File: src/rtl/mem_loader_pkg.sv
// Shared types and constants for the byte-stream memory loader.
package mem_loader_pkg;

  localparam int BYTE_W = 8;

  typedef enum logic [1:0] {
    ST_IDLE    = 2'd0,
    ST_COLLECT = 2'd1,
    ST_WRITE   = 2'd2,
    ST_DONE    = 2'd3
  } state_t;

endpackage

File: src/rtl/word_packer.sv
// Packs a strobed byte stream little-endian into one DATA_WIDTH word.
module word_packer
  import mem_loader_pkg::*;
#(
  parameter int DATA_WIDTH = 16
) (
  input  logic                  clk,
  input  logic                  rst,
  input  logic [BYTE_W-1:0]     din,
  input  logic                  strobe,
  input  logic                  clear,
  output logic [DATA_WIDTH-1:0] word,
  output logic                  last_byte
);

  localparam int BYTES = DATA_WIDTH / BYTE_W;
  localparam int IDX_W = (BYTES > 1) ? $clog2(BYTES) : 1;

  logic [IDX_W-1:0] idx;

  assign last_byte = (idx == IDX_W'(BYTES - 1));

  // Index wraps to lane 0 after the last byte so the next word starts clean.
  always_ff @(posedge clk or posedge rst) begin
    if (rst) begin
      idx  <= '0;
      word <= '0;
    end else if (clear) begin
      idx <= '0;
    end else if (strobe) begin
      idx <= last_byte ? '0 : idx + IDX_W'(1);
      for (int k = 0; k < BYTES; k++) begin
        if (idx == IDX_W'(k)) word[k*BYTE_W +: BYTE_W] <= din;
      end
    end
  end

endmodule

File: src/rtl/mem_loader.sv
// Fills a synchronous RAM write port from a valid/ready byte stream, one transfer per start.
module mem_loader
  import mem_loader_pkg::*;
#(
  parameter int ADDR_WIDTH = 8,
  parameter int DATA_WIDTH = 16
) (
  input  logic                  clk,
  input  logic                  rst,
  input  logic                  start,
  input  logic [ADDR_WIDTH-1:0] base_addr,
  input  logic [ADDR_WIDTH:0]   len,
  input  logic                  abort,
  input  logic                  in_valid,
  input  logic [7:0]            in_data,
  output logic                  in_ready,
  output logic                  we,
  output logic [ADDR_WIDTH-1:0] waddr,
  output logic [DATA_WIDTH-1:0] wdata,
  output logic                  busy,
  output logic                  done
);

  generate
    if (DATA_WIDTH % BYTE_W != 0 || DATA_WIDTH < BYTE_W) begin : g_bad_width
      $error("mem_loader: DATA_WIDTH must be a non-zero multiple of 8");
    end
  endgenerate

  state_t                state;
  logic [ADDR_WIDTH:0]   remaining;
  logic                  hs;
  logic                  last_byte;
  logic                  pk_clear;

  // Every output is a pure decode of registered state.
  assign in_ready = (state == ST_COLLECT);
  assign we       = (state == ST_WRITE);
  assign done     = (state == ST_DONE);
  assign busy     = (state != ST_IDLE);

  assign hs       = in_valid & in_ready & ~abort;
  assign pk_clear = abort | (state == ST_IDLE);

  word_packer #(
    .DATA_WIDTH (DATA_WIDTH)
  ) u_packer (
    .clk       (clk),
    .rst       (rst),
    .din       (in_data),
    .strobe    (hs),
    .clear     (pk_clear),
    .word      (wdata),
    .last_byte (last_byte)
  );

  always_ff @(posedge clk or posedge rst) begin
    if (rst) begin
      state     <= ST_IDLE;
      waddr     <= '0;
      remaining <= '0;
    end else if (abort) begin
      state <= ST_IDLE;
    end else begin
      case (state)
        ST_IDLE: begin
          if (start) begin
            if (len == '0) begin
              state <= ST_DONE;
            end else begin
              state     <= ST_COLLECT;
              waddr     <= base_addr;
              remaining <= len;
            end
          end
        end
        ST_COLLECT: begin
          if (hs && last_byte) state <= ST_WRITE;
        end
        ST_WRITE: begin
          remaining <= remaining - (ADDR_WIDTH+1)'(1);
          if (remaining == (ADDR_WIDTH+1)'(1)) begin
            state <= ST_DONE;
          end else begin
            state <= ST_COLLECT;
            waddr <= waddr + ADDR_WIDTH'(1);
          end
        end
        default: state <= ST_IDLE;
      endcase
    end
  end

endmodule

File: config.mk
export PLATFORM = sky130hd
export DESIGN_NAME = mem_loader
export DESIGN_NICKNAME = d
export VERILOG_FILES = /design/src/rtl/mem_loader_pkg.sv /design/src/rtl/word_packer.sv /design/src/rtl/mem_loader.sv
export SDC_FILE = /design/constraint.sdc
export NUM_CORES = 1
export LEC_CHECK = 0
export ABC_AREA = 1
export CORE_MARGIN = 1
export CORE_UTILIZATION = 50
export CTS_BUF_LIST = sky130_fd_sc_hd__clkbuf_4 sky130_fd_sc_hd__clkbuf_8
export DETAILED_ROUTE_END_ITERATION = 7
export PLACE_DENSITY = 0.82
export SETUP_SLACK_MARGIN = 0.3
export SLEW_MARGIN = 5
export SYNTH_ARGS = -nofsm -noshare
export SYNTH_HDL_FRONTEND = slang
export SYNTH_SLANG_ARGS = --single-unit
File: constraint.sdc
create_clock -name clk -period 1.95 [get_ports clk]
set_clock_uncertainty 0.2 [all_clocks]
set_input_delay 0.39 -clock clk [delete_from_list [all_inputs] [get_ports clk]]
set_output_delay 0.39 -clock clk [all_outputs]
set_load 0.01 [all_outputs]
==> results of run 1 <==
==> timing repair <==
item | 4_1_cts | 5_1_grt
hold buffers | 0 | 0
gates resized for setup | 62 | 39
endpoints found under the setup margin | 44 | 40
pin swaps | 5 | 8
gates cloned | 0 | 2
buffers inserted | 13 | 7
==> worst min-delay path: stages <==
cell	delay [ns]
clkdlybuf4s50_1	0.40
inv_1	0.09
buf_12	0.22
==> per-stage QoR <==
step                setup TNS (ns)  util, %  hold WS, ns  area [um^2]
floorplan                        0        -        0.243         2120
global placement            -0.649     70.3        0.258         2830
global route                     0     81.2        0.267         3270
detailed placement           -1.35     70.3        0.269         2830
finish                           0     81.2        0.245         3270
CTS                              0     75.8        0.261         3060
==> worst paths after layout <==
check | depth (start not counted) | startpoint | endpoint | slack, ns
min | 3 | rst | waddr[6] | 0.24
min reg2reg | 2 | u_packer.word[13] | u_packer.word[13] | 0.29
max in group asynchronous | 3 | rst | state[0] | 1.10
max | 4 | state[0] | busy | 0.14
min in group clk | 2 | u_packer.word[13] | u_packer.word[13] | 0.29
max reg2reg | 9 | state[0] | waddr[4] | 0.16
==> cells by family (layout without fill, tap and decap cells) <==
family / after synthesis / count (layout) / share of synthesized area, %
fa+ha+maj: 3 / 3 / 1.77
simple gates: 168 / 170 / 34.1
compound gates: 37 / 37 / 12.5
buf+inv: 45 / 140 / 9.16
flops: 36 / 36 / 42.5
==> cell usage in the layout (no fill, tap or decap), types with 6 or more instances in the layout <==
cell,count
nand2_4,7
nand2_1,100
nor2_1,12
o21ai_1,12
inv_1,32
dfrtp_1,34
nand3_1,23
clkdlybuf4s50_1,28
dlygate4sd2_1,25
buf_6,10
buf_4,25
o21ai_2,17
nand2_2,6
==> final cells by class <==
type,instances,area (um^2),area share [%]
clock buffer,5,68.8,2.10
clock inverter,3,23.8,0.727
inverter,40,165,5.05
multi-input combinational,210,1190,36.3
sequential,36,903,27.6
tap,50,62.6,1.91
timing repair buffer,92,860,26.3
==> power by group through the flow <==
stage	clock network (mW)	registers, mW	logic, mW
after global placement	0	1.13	1.11
after floorplan	0	1.18	0.538
after detailed placement	0	1.14	1.14
after global routing	0.596	1.15	1.46
after CTS	0.558	1.09	1.19
final	0.556	1.13	1.34
==> routing by layer <==
layer  track usage (%)  part of all wire, %  vias up
met1              31.4                   38     1076
met5                 0                    0        -
met4              10.1                  2.7        0
met2              47.3                   54       83
met3              8.56                  5.1       22
li1                  -                    -     1099
==> state kept, by name (all words and copies together), names as in the netlist <==
| name | flops |
|---|---|
| remaining | 9 |
| state | 2 |
| u_packer.last_byte | 1 |
| u_packer.word | 16 |
| waddr | 8 |
==> run summary, run 1 <==
Crit path kind: register to output port
Fmax: 552 MHz
Vias in the first global route: 2069
Area Growth Syn to Fin: 54.5%
Post-route DRC violation count: 0
Maximum VDD drop: 0.763 mV
Max Cap Viol: 0
YS warnings: 0
Largest net degree at the start of global routing: 37
GRT Util Overall: 27.4%
Clock Path Buffers: 2
Fin cells: 436
Seq cells post-synth: 36
Main synth FF type: dfrtp_1
DP Worst Slack: -0.160 ns
Net Count, Synth: 322
Unrepaired setup endpoints after global routing: yes
Fin. Hold Viols: 0
Netlist Area Pre-Place: 2120 um^2
# fillers: 273
Worst-path clk slew: 0.08 ns
Max incr delay on CP: 0.43 ns
Most frequent cell after synthesis: nand2_1
Crit-path cells: buf_4, nor2_4, inv_2, buf_2
Internal power: 1.84 mW
Fin crit period: 1.81 ns
Gp weighted congestion: 0.872
PortBufs: 57
Switch Pwr: 1.18 mW
Die width: 67.1 um
1st-pass router iterations: 4
Initial core utilization: 52.6%
Critical path arrival: 1.22 ns
Grt total ovfl: 0
CP Max Fanout: 3
H-tree levels: 2
Max Slew Vio Count: 0
CP endpoint kind: output port
Crit-path leading delay family: flip-flops
Final wirelength: 6.42 mm
Dominant cells by area after synthesis: dfrtp_1 (43%), nand2_1 (20%), o21ai_2 (6.6%)
FP Rows: 23
Mean Syn Cell Area: 7.33 um^2
Antenna fix cells: 0
Worst slew pin tran: 0.491 ns
Clk_lat worst skew: 0.30 ns
Clock Sinks: 36
Comb pwr share: 44.3%
Synth top area share: 42.5%
Die Height: 67.1 um
Switching share of power: 39.2%
Number of synthesized flops with an enable pin: 0
Slowest cell on crit path: dfrtp_2
CTS root buf: clkbuf_8
Core area: 4030 um^2
Sequential Power Share: 37.3%
Post-Syn Instances: 289
Synth cell types: 25
CTS tree: yes
IO Count: 58
DR WL/cell: 14.7 um
Placed cell count: 406
Register area share after synthesis: 42.5%
Buffer and inverter count on the worst path: 3
Final Setup Violations: 0
Antenna Nets Post-Route: 0
Relative slew margins: 67.2%
DIE AREA: 4500 um^2
TritonCTS Buffers: 5
Clock share of power: 18.4%
Vias per cell: 5.23
Layout cells sized above 1: 26.9%
LEAKAGE: 1.71 nW
Area leader, netlist: dfrtp_1
Final period util: 92.9%
Fin nets: 418
Asr flop ratio synth: 100%
Status: finished, final reports clean
Overall power: 3.02 mW
Initial DRC count: 179
Worst Hold Class: input port to async pin
Worst setup SP type: register
Power Density: 923 nW/um^2
First-pass GRT wire length: 9.13 mm
Dpl hpwl: 3.60 mm
Crit path setup slack, layout: 0.139 ns
Synth cell count leaders: nand2_1 (112), dfrtp_1 (36), inv_1 (34)
Initial antenna violation count: 0
Crit path required time: 1.36 ns
Routed via count: 2280
Power figures use the tool's default switching activity.
==> run 2, diff against run 1 <==
--- a/config.mk
+++ b/config.mk
@@ -6,9 +6,11 @@
 export NUM_CORES = 1
 export LEC_CHECK = 0
 export ABC_AREA = 1
+export CAP_MARGIN = 10
 export CORE_MARGIN = 1
 export CORE_UTILIZATION = 50
 export CTS_BUF_LIST = sky130_fd_sc_hd__clkbuf_4 sky130_fd_sc_hd__clkbuf_8
+export CTS_CLUSTER_SIZE = 14
 export DETAILED_ROUTE_END_ITERATION = 7
 export PLACE_DENSITY = 0.82
 export SETUP_SLACK_MARGIN = 0.3
==> results of run 2 <==
Same layout as run 1: the final DEF is identical, and so are final timing and power.
==> run 3, diff against run 2 <==
--- a/config.mk
+++ b/config.mk
@@ -8,11 +8,11 @@
 export ABC_AREA = 1
 export CAP_MARGIN = 10
 export CORE_MARGIN = 1
-export CORE_UTILIZATION = 50
-export CTS_BUF_LIST = sky130_fd_sc_hd__clkbuf_4 sky130_fd_sc_hd__clkbuf_8
+export CORE_UTILIZATION = 45
+export CTS_BUF_LIST = sky130_fd_sc_hd__clkbuf_16
 export CTS_CLUSTER_SIZE = 14
 export DETAILED_ROUTE_END_ITERATION = 7
-export PLACE_DENSITY = 0.82
+export PLACE_DENSITY = 0.74
 export SETUP_SLACK_MARGIN = 0.3
 export SLEW_MARGIN = 5
 export SYNTH_ARGS = -nofsm -noshare
==> run 3 against run 2 <==
Net effect:
- the run now ends with DRC left
- worst setup slack better by 0.087 ns
- flip-flop and latch count unchanged
- highest routed layer unchanged
- design area rose by 1.7%
- critical endpoint unchanged
- critical path depth unchanged
- register-to-register slack improved by 0.10 ns
- largest power group unchanged
==> run summary, run 3 (synthesis results as in run 1) <==
Status: finished, violations left
Violated checks: DRC
Unrepaired setup endpoints after global routing: yes
CTS root buf: clkbuf_16
CP Max Fanout: 3
DR WL/cell: 13.6 um
Area Growth Syn to Fin: 57.1%
Initial core utilization: 47.7%
Power Density: 955 nW/um^2
Final Setup Violations: 0
CTS tree: yes
Fin crit period: 1.72 ns
Antenna fix cells: 0
GRT Util Overall: 23.5%
Worst setup SP type: register
First-pass GRT wire length: 9.28 mm
Critical path arrival: 1.13 ns
Switch Pwr: 1.16 mW
LEAKAGE: 1.74 nW
Max FFs per register: 16
Fin. Hold Viols: 0
IO Count: 58
Comb pwr share: 39.5%
Worst-path clk slew: 0.06 ns
CTS Hold Buffers Added: 0
Maximum VDD drop: 0.691 mV
Vias in the first global route: 2094
Largest net degree at the start of global routing: 37
Clock share of power: 25.0%
TritonCTS Buffers: 5
Fin Hold WS: 0.265 ns
Setup_tns: 0 ns
Sequential Power Share: 35.5%
Crit path kind: register to output port
Routed via count: 2189
Fin nets: 413
Dpl hpwl: 3.71 mm
Biggest register: u_packer.word
Initial DRC count: 105
Worst slew pin tran: 0.252 ns
Initial antenna violation count: 0
Antenna Nets Post-Route: 0
Max Slew Vio Count: 0
R2R Setup Slk: 0.26 ns
Layout cells sized above 1: 28.9%
Max Cap Viol: 0
Core area: 4440 um^2
Most common cell after layout, fill and taps aside: nand2_1
Worst Hold Class: input port to async pin
Vias per cell: 5.06
PortBufs: 57
Largest registers: u_packer.word: 16 flops, remaining: 9 flops, waddr: 8 flops
CP endpoint kind: output port
Final wirelength: 5.88 mm
Grt total ovfl: 0
Clk_lat worst skew: 0.28 ns
Die Height: 70.6 um
Die width: 70.6 um
Relative slew margins: 83.2%
1st-pass router iterations: 6
Switching share of power: 36.4%
DIE AREA: 4990 um^2
Most frequent cells in the layout: nand2_1 (99), dlygate4sd2_1 (32), dfrtp_1 (31)
Fmax: 580 MHz
Clock Path Buffers: 2
Crit path required time: 1.36 ns
Clock Sinks: 36
FP Rows: 24
H-tree levels: 2
Internal power: 2.02 mW
Final period util: 88.4%
Gp weighted congestion: 0.807
Overall power: 3.18 mW
Post-route DRC violation count: 6
run 3: cell types whose count changed in the layout (fill, tap and decap cells not counted), sizes merged:
cell | previous run | this run
clkinvlp | 2 | 4
clkdlybuf4s50 | 28 | 18
clkbuf | 5 | 6
dlygate4sd2 | 25 | 32
dlymetal6s2s | 0 | 3
buf | 39 | 32
clkinv | 2 | 1
run 3: stage by stage:
step                instances  setup slack, ns  area, um^2  util [%]
global route              433            0.177        3330      74.9
floorplan                 289            0.402        2120         -
global placement          407          -0.0754        2830      63.6
CTS                       425            0.109        3080      69.2
detailed placement        407           -0.146        2830      63.6
finish                    433            0.225        3330      74.9
run 3: worst paths after layout:
path | start | endpoint | cells past startpoint
max | state[1] | busy | 4
min | rst | waddr[7] | 3
max reg2reg | state[1] | waddr[1] | 7
min reg2reg | remaining[5] | remaining[5] | 2
max in group asynchronous | rst | waddr[0] | 3
min in group clk | remaining[5] | remaining[5] | 2
run 3: power by group through the flow:
stage | sequential [mW] | combinational, mW | clock (mW)
after global routing | 1.15 | 1.40 | 0.842
after CTS | 1.11 | 1.13 | 0.811
after global placement | 1.14 | 1.10 | 0
after detailed placement | 1.15 | 1.12 | 0
final | 1.13 | 1.25 | 0.795
after floorplan | 1.18 | 0.538 | 0
run 3: timing repair:
| action | CTS | global route |
|---|---|---|
| resized for setup | 67 | 52 |
| pin swaps | 9 | 10 |
| endpoints found under the hold margin | 0 | 0 |
| cloned | 1 | 2 |
| setup buffers | 9 | 6 |
| endpoints found under the setup margin | 44 | 40 |
run 3: critical path, cell delays in order (launching register included):
cell	delay (ns)
dfrtp_2	0.43
buf_6	0.14
nor2_4	0.11
inv_2	0.06
buf_6	0.12
run 3: layout make-up:
class | count | area (um^2)
Clock inverter | 3 | 23.8
Sequential cell | 36 | 907
Inverter | 40 | 179
Clock buffer | 5 | 125
Timing Repair inverter | 1 | 7.51
Tap cell | 52 | 65.1
Timing Repair Buffer | 86 | 822
Fill cell | 344 | 1120
Multi-Input combinational cell | 210 | 1200
run 3: layer usage:
layer  share of wire, %  track usage [%]  wire (um)  up-vias
met5                  0                0          0        -
met4                1.2             4.89         69        0
met3                5.0             5.27        292       10
met2                 51             41.5       3000       68
met1                 43             29.9       2510     1021
li1                   -                -          -     1090
